$ cat src/rtl/sar_adc_seq.sv
// SAR ADC conversion sequencer: a periodic tick starts a conversion, the
// code is captured on the rising edge of eoc, 2^AVG_LOG2 codes are
// averaged, and the result is offered on a valid/ready port.
module sar_adc_seq #(
  parameter int DIV_W    = 16,
  parameter int AVG_LOG2 = 2,
  parameter int TIMEOUT  = 255
) (
  input  logic             clk,
  input  logic             rst,
  input  logic             en,
  input  logic [DIV_W-1:0] period,
  output logic             adc_start,
  input  logic             adc_eoc,
  input  logic [7:0]       adc_dout,
  output logic [7:0]       sample,
  output logic             sample_valid,
  input  logic             sample_ready,
  output logic             busy,
  output logic             overrun,
  output logic             timeout_err,
  input  logic             clr_err
);

  localparam int ACC_W = 8 + AVG_LOG2;
  localparam int CNT_W = AVG_LOG2 + 1;
  localparam int TO_W  = $clog2(TIMEOUT + 1);
  localparam logic [CNT_W-1:0] GROUP   = CNT_W'(1 << AVG_LOG2);
  // The counter is 0 in the first CONV cycle, so TIMEOUT-1 marks the
  // TIMEOUT-th CONV cycle, the last one in which an edge is still accepted.
  localparam logic [TO_W-1:0]  TO_LAST = TO_W'(TIMEOUT - 1);

  typedef enum logic [1:0] {IDLE, WAIT, START, CONV} state_t;

  state_t           state;
  logic [DIV_W-1:0] div_cnt;
  logic             tick;
  logic             eoc_q;
  logic             eoc_edge;
  logic [TO_W-1:0]  to_cnt;
  logic [ACC_W-1:0] acc;
  logic [ACC_W-1:0] acc_next;
  logic [CNT_W-1:0] n_cnt;
  logic [CNT_W-1:0] n_next;
  logic             capture;
  logic             group_done;
  logic             timeout_hit;
  logic [7:0]       result;

  assign tick        = en & (div_cnt == '0);
  assign eoc_edge    = adc_eoc & ~eoc_q;
  assign capture     = en & (state == CONV) & eoc_edge;
  assign timeout_hit = en & (state == CONV) & ~eoc_edge & (to_cnt == TO_LAST);
  assign acc_next    = acc + ACC_W'(adc_dout);
  assign n_next      = n_cnt + CNT_W'(1);
  assign group_done  = capture & (n_next == GROUP);
  assign result      = 8'(acc_next >> AVG_LOG2);

  // Sample-period down-counter; held at 0 while disabled so enabling ticks at once.
  always_ff @(posedge clk) begin
    if (rst || !en)
      div_cnt <= '0;
    else if (tick)
      div_cnt <= (period == '0) ? '0 : period - DIV_W'(1);
    else
      div_cnt <= div_cnt - DIV_W'(1);
  end

  // Delayed eoc for rising-edge detection.
  always_ff @(posedge clk) begin
    if (rst) eoc_q <= 1'b0;
    else     eoc_q <= adc_eoc;
  end

  // Sequencer FSM with registered start/busy, timeout counter and accumulator.
  always_ff @(posedge clk) begin
    if (rst) begin
      state     <= IDLE;
      adc_start <= 1'b0;
      busy      <= 1'b0;
      to_cnt    <= '0;
      acc       <= '0;
      n_cnt     <= '0;
    end else if (!en) begin
      state     <= IDLE;
      adc_start <= 1'b0;
      busy      <= 1'b0;
      acc       <= '0;
      n_cnt     <= '0;
    end else begin
      adc_start <= 1'b0;
      busy      <= 1'b0;
      case (state)
        IDLE: state <= WAIT;
        WAIT: begin
          if (tick) begin
            state     <= START;
            adc_start <= 1'b1;
            busy      <= 1'b1;
          end
        end
        START: begin
          to_cnt <= '0;
          state  <= CONV;
          busy   <= 1'b1;
        end
        CONV: begin
          if (eoc_edge) begin
            state <= WAIT;
            if (n_next == GROUP) begin
              acc   <= '0;
              n_cnt <= '0;
            end else begin
              acc   <= acc_next;
              n_cnt <= n_next;
            end
          end else if (to_cnt == TO_LAST) begin
            state <= WAIT;
          end else begin
            to_cnt <= to_cnt + TO_W'(1);
            busy   <= 1'b1;
          end
        end
        default: state <= IDLE;
      endcase
    end
  end

  // Result register, valid/ready handshake and sticky error flags.
  always_ff @(posedge clk) begin
    if (rst) begin
      sample       <= 8'd0;
      sample_valid <= 1'b0;
      overrun      <= 1'b0;
      timeout_err  <= 1'b0;
    end else begin
      if (group_done) begin
        sample       <= result;
        sample_valid <= 1'b1;
      end else if (sample_valid && sample_ready) begin
        sample_valid <= 1'b0;
      end
      overrun     <= (group_done & sample_valid & ~sample_ready) | (overrun & ~clr_err);
      timeout_err <= timeout_hit | (timeout_err & ~clr_err);
    end
  end

endmodule

$ cat config.mk
export PLATFORM = sky130hd
export DESIGN_NAME = sar_adc_seq
export DESIGN_NICKNAME = d
export VERILOG_FILES = /design/src/rtl/sar_adc_seq.sv
export SDC_FILE = /design/constraint.sdc
export NUM_CORES = 1
export LEC_CHECK = 0
export CAP_MARGIN = 20
export CORE_MARGIN = 4
export CORE_UTILIZATION = 59
export CTS_CLUSTER_DIAMETER = 50
export CTS_CLUSTER_SIZE = 16
export DETAILED_ROUTE_END_ITERATION = 8
export PLACE_DENSITY = 0.83
export SETUP_SLACK_MARGIN = 0.5
export SLEW_MARGIN = 10
export SYNTH_ARGS = -nofsm -noshare
export SYNTH_HDL_FRONTEND = slang
export SYNTH_SLANG_ARGS = --single-unit
$ cat constraint.sdc
create_clock -name clk -period 2.8 [get_ports clk]
set_input_delay 0.56 -clock clk [delete_from_list [all_inputs] [get_ports clk]]
set_output_delay 0.56 -clock clk [all_outputs]
set_load 0.02 [all_outputs]
==> out/metrics.cfg <==
[outcome]
run_status=finished, final reports clean

[route]
route.vias.total=2884
drc_violations_left=0
drt_iter0_drc=181
avgRoutedWirePerCell_um=14.9
drt_first_pass_iters=4
detail_route.wirelength_mm=7.37
antenna_violating_nets_post_route=0
drt-vias-per-instance=5.84

[sta]
total_of_endpoints_with_negative_setup_slack_in_the_final_report=0
maxClockFrequency_ghz=0.442
layout_worst_path_cycle_share_pct=80.7
finalWorstPathRequiredPeriod_ns=2.26
fin_ws_ns=0.539
measured_slew_at_the_worst_slew_check_pin_ns=0.591
whs_ns=0.458
timing.setup.tns_ns=0
setup_repair_after_global_routing_missed_its_margin=false
slew_viol_final=0
final.setup_skew_ns=0.00934
relSlewSlack_pct=60.2
finalHoldViolations=0

[global_route]
grt.total_usage_pct=22.7
grt_max_degree=20
grt_remaining_overflow=0
wire_length_of_the_first_global_routing_pass_mm=11.8
via_count_of_the_first_global_routing_pass=2649
initial_antenna_violation_count=0

[clocking]
tritoncts=done
post_cts_hold_buffer_count=0
clk-insertion-delay-late_ns=0.31
path_clk_slew_ns=0.10
ctsRootBufferMaster=sky130_fd_sc_hd__clkbuf_8
numClockSinks=53
cts-root-to-sink-buffers=2
cts_h_tree_lvls=2
cts_made_buffers=5

[worst_hold_path]
holdCritPathClass=reg2reg
min_from=sample[1]

[placed_design]
worst_slack_at_placement_ns=0.162
post-place-cells=484
gp_congestion=0.909
dpl.hpwl_mm=5.32
postPlaceCellArea_um2=3670
port-buffer-count=42

[setup_path]
cpMaxStageDelayCell=sky130_fd_sc_hd__fa_1
slowest_cell_delay_on_critical_path_ns=0.44
crit_path_start=adc_dout[0]
crit_family=adder cells
path_cells=clkdlybuf4s50_1 > ha_1 > fa_1 > a211oi_2 > o21ai_0 > xor2_1 > a22oi_1 > nor2_1
worst-endpoint-arrival_ns=2.47
reg2reg_from=div_cnt[5]
path_class=in2reg
critPathBufInv=1
critical_path.max_fanout=3
crit_path_end_kind=flop
startpoint_type=input pin
worst_ep_required_time_ns=3.01

[floorplanning]
die_w_um=81
number_of_top_level_pins=43
fp.dieArea_um2=6560
floorplan.core_area_um2=5140
dieHeight_um=81
initial_utilization_pct=61.2
core.rowCount=26

[yosys]
synth_top_cell_area_share_pct=33.7
number_of_distinct_standard_cells_referenced_by_the_synthesized_netlist=54
ys.warnings.count=0
post_synth_inst_count=373
synth_edf_count=0
post_synth_instance_area_um2=3140
synth_top_cell_by_area=sky130_fd_sc_hd__dfxtp_1
synth.net_count=425
dominantRegCellSynth=sky130_fd_sc_hd__dfxtp_1
synth_top_cells_by_area=sky130_fd_sc_hd__dfxtp_1 (34%), sky130_fd_sc_hd__ha_1 (8.4%), sky130_fd_sc_hd__xor2_1 (5.3%)
ys_seq_elements=53
synth-async-reset-ratio_pct=0
synth-seq-area-share_pct=33.7
avgSynthCellArea_um2=8.43

[power]
pwr-share-seq_pct=35.7
netSwitchingFraction_pct=37.3
power_frac_clock_pct=19.7
p_per_area_nw_per_um2=705
worst_ir_drop_vdd_uv=847
total_power_mw=2.71
comb_power_share_pct=44.6
p_switching_mw=1.01
cellLeakagePower_nw=1.46
cell_internal_pwr_mw=1.70

[cells_and_area]
fin_cells=494
num-nets-final=475
drive_above_1_share_pct=8.02
layout.cell_area.non_filler_um2=3850
flow.area_growth_from_synthesis_pct=22.4
antennaDiodeCount=0
layout.core_utilization_pct=74.9

[job]
maxCapViolations=0

==> Yosys cell counts, drive strengths merged, types with 2 or more instances <==
library cell,instances
o211ai,4
mux2i,5
o31ai,5
dfxtp,53
ha,21
nor3,9
nor3b,5
o22ai,9
a21oi,28
a22oi,3
a21o,5
and2,6
a31oi,3
nor4,6
a2bb2oi,2
nor2,39
xnor2,13
nand3,15
nand4,5
clkbuf,9
and4,2
or4,4
inv,12
xor2,19
nor2b,3
nor4b,3
or3,3
and3,8
nand2b,5
nand2,37
o21ai,8
or2,3
a211oi,5
nand3b,3
==> flip-flops by register name, summed over array words and instances, names as in the netlist <==
register,flops
sample,8
state,2
adc_start,1
acc,10
n_cnt,3
busy,1
to_cnt,8
eoc_q,1
timeout_err,1
overrun,1
div_cnt,16
sample_valid,1
==> worst paths after layout <==
| path | endpoint | slack [ns] | depth (start not counted) |
|---|---|---|---|
| worst max-delay path | acc[6] | 0.54 | 8 |
| worst min-delay path | sample[1] | 0.46 | 2 |
| worst max register to register | div_cnt[3] | 0.63 | 5 |
| worst min register to register | sample[1] | 0.46 | 2 |
==> layout by cell type (no fill, tap or decap), types with 3 or more instances in the layout <==
| cell type | synthesis | routed |
|---|---|---|
| sky130_fd_sc_hd__dfxtp_1 | 53 | 53 |
| sky130_fd_sc_hd__clkdlybuf4s50_1 | 0 | 41 |
| sky130_fd_sc_hd__nor2_1 | 39 | 39 |
| sky130_fd_sc_hd__nand2_1 | 36 | 36 |
| sky130_fd_sc_hd__a21oi_1 | 27 | 27 |
| sky130_fd_sc_hd__xor2_1 | 19 | 19 |
| sky130_fd_sc_hd__ha_1 | 21 | 19 |
| sky130_fd_sc_hd__nand3_1 | 15 | 15 |
| sky130_fd_sc_hd__xnor2_1 | 13 | 13 |
| sky130_fd_sc_hd__inv_1 | 12 | 12 |
| sky130_fd_sc_hd__buf_4 | 0 | 11 |
| sky130_fd_sc_hd__nor3_1 | 9 | 9 |
| sky130_fd_sc_hd__o22ai_1 | 9 | 9 |
| sky130_fd_sc_hd__and3_1 | 8 | 8 |
| sky130_fd_sc_hd__o21ai_0 | 8 | 7 |
| sky130_fd_sc_hd__and2_1 | 6 | 6 |
| sky130_fd_sc_hd__nor3b_1 | 5 | 5 |
| sky130_fd_sc_hd__mux2i_1 | 5 | 5 |
| sky130_fd_sc_hd__nand2b_1 | 5 | 5 |
| sky130_fd_sc_hd__o31ai_1 | 5 | 5 |
| sky130_fd_sc_hd__a21o_1 | 5 | 5 |
| sky130_fd_sc_hd__nand4_1 | 5 | 5 |
| sky130_fd_sc_hd__clkbuf_8 | 0 | 5 |
| sky130_fd_sc_hd__nor4_1 | 5 | 4 |
| sky130_fd_sc_hd__a211oi_1 | 5 | 4 |
| sky130_fd_sc_hd__nor2b_1 | 3 | 3 |
| sky130_fd_sc_hd__nand3b_1 | 3 | 3 |
| sky130_fd_sc_hd__or3_1 | 3 | 3 |
| sky130_fd_sc_hd__or4_1 | 3 | 3 |
| sky130_fd_sc_hd__a31oi_1 | 3 | 3 |
| sky130_fd_sc_hd__o211ai_1 | 3 | 3 |
| sky130_fd_sc_hd__a22oi_1 | 3 | 3 |
==> power by group through the flow <==
stage / clock network, mW / registers [mW] / logic, mW
floorplan: 0 / 0.960 / 0.838
global placement: 0 / 0.974 / 1.03
detailed placement: 0 / 0.980 / 1.06
CTS: 0.540 / 0.965 / 1.09
global route: 0.574 / 0.982 / 1.31
finish: 0.534 / 0.969 / 1.21
==> worst min-delay path, cell delays in order, from the launching register on <==
cell and delay (ns):
sky130_fd_sc_hd__dfxtp_1 0.32, sky130_fd_sc_hd__nand2_1 0.05, sky130_fd_sc_hd__a21oi_1 0.05
==> timing repair <==
action,4_1_cts,5_1_grt
buffers inserted,0,2
setup endpoints to repair,0,14
gates resized for setup,0,9
==> final cells by class <==
class	count	area [um^2]
clock inverters	3	46.3
multi-input cells	298	2030
repair buffers	53	505
fillers	415	1290
flip-flops and latches	53	1060
inverters	12	45.0
clock buffers	5	68.8
well taps	70	87.6
==> kinds of logic after synthesis <==
family	after synthesis	synth area share, %
simple gates	158	26.9
compound gates	81	17.0
flops	53	33.7
xor+xnor	32	8.91
buf+inv	22	2.86
fa+ha+maj	22	8.99
mux	5	1.59
==> metal layers <==
layer | GRT usage [%] | routed length [um]
met1 | 29.4 | 3320
met2 | 38.9 | 3560
met3 | 3.99 | 403
met4 | 5.91 | 90
met5 | 0 | 0
Power figures use the tool's default switching activity.
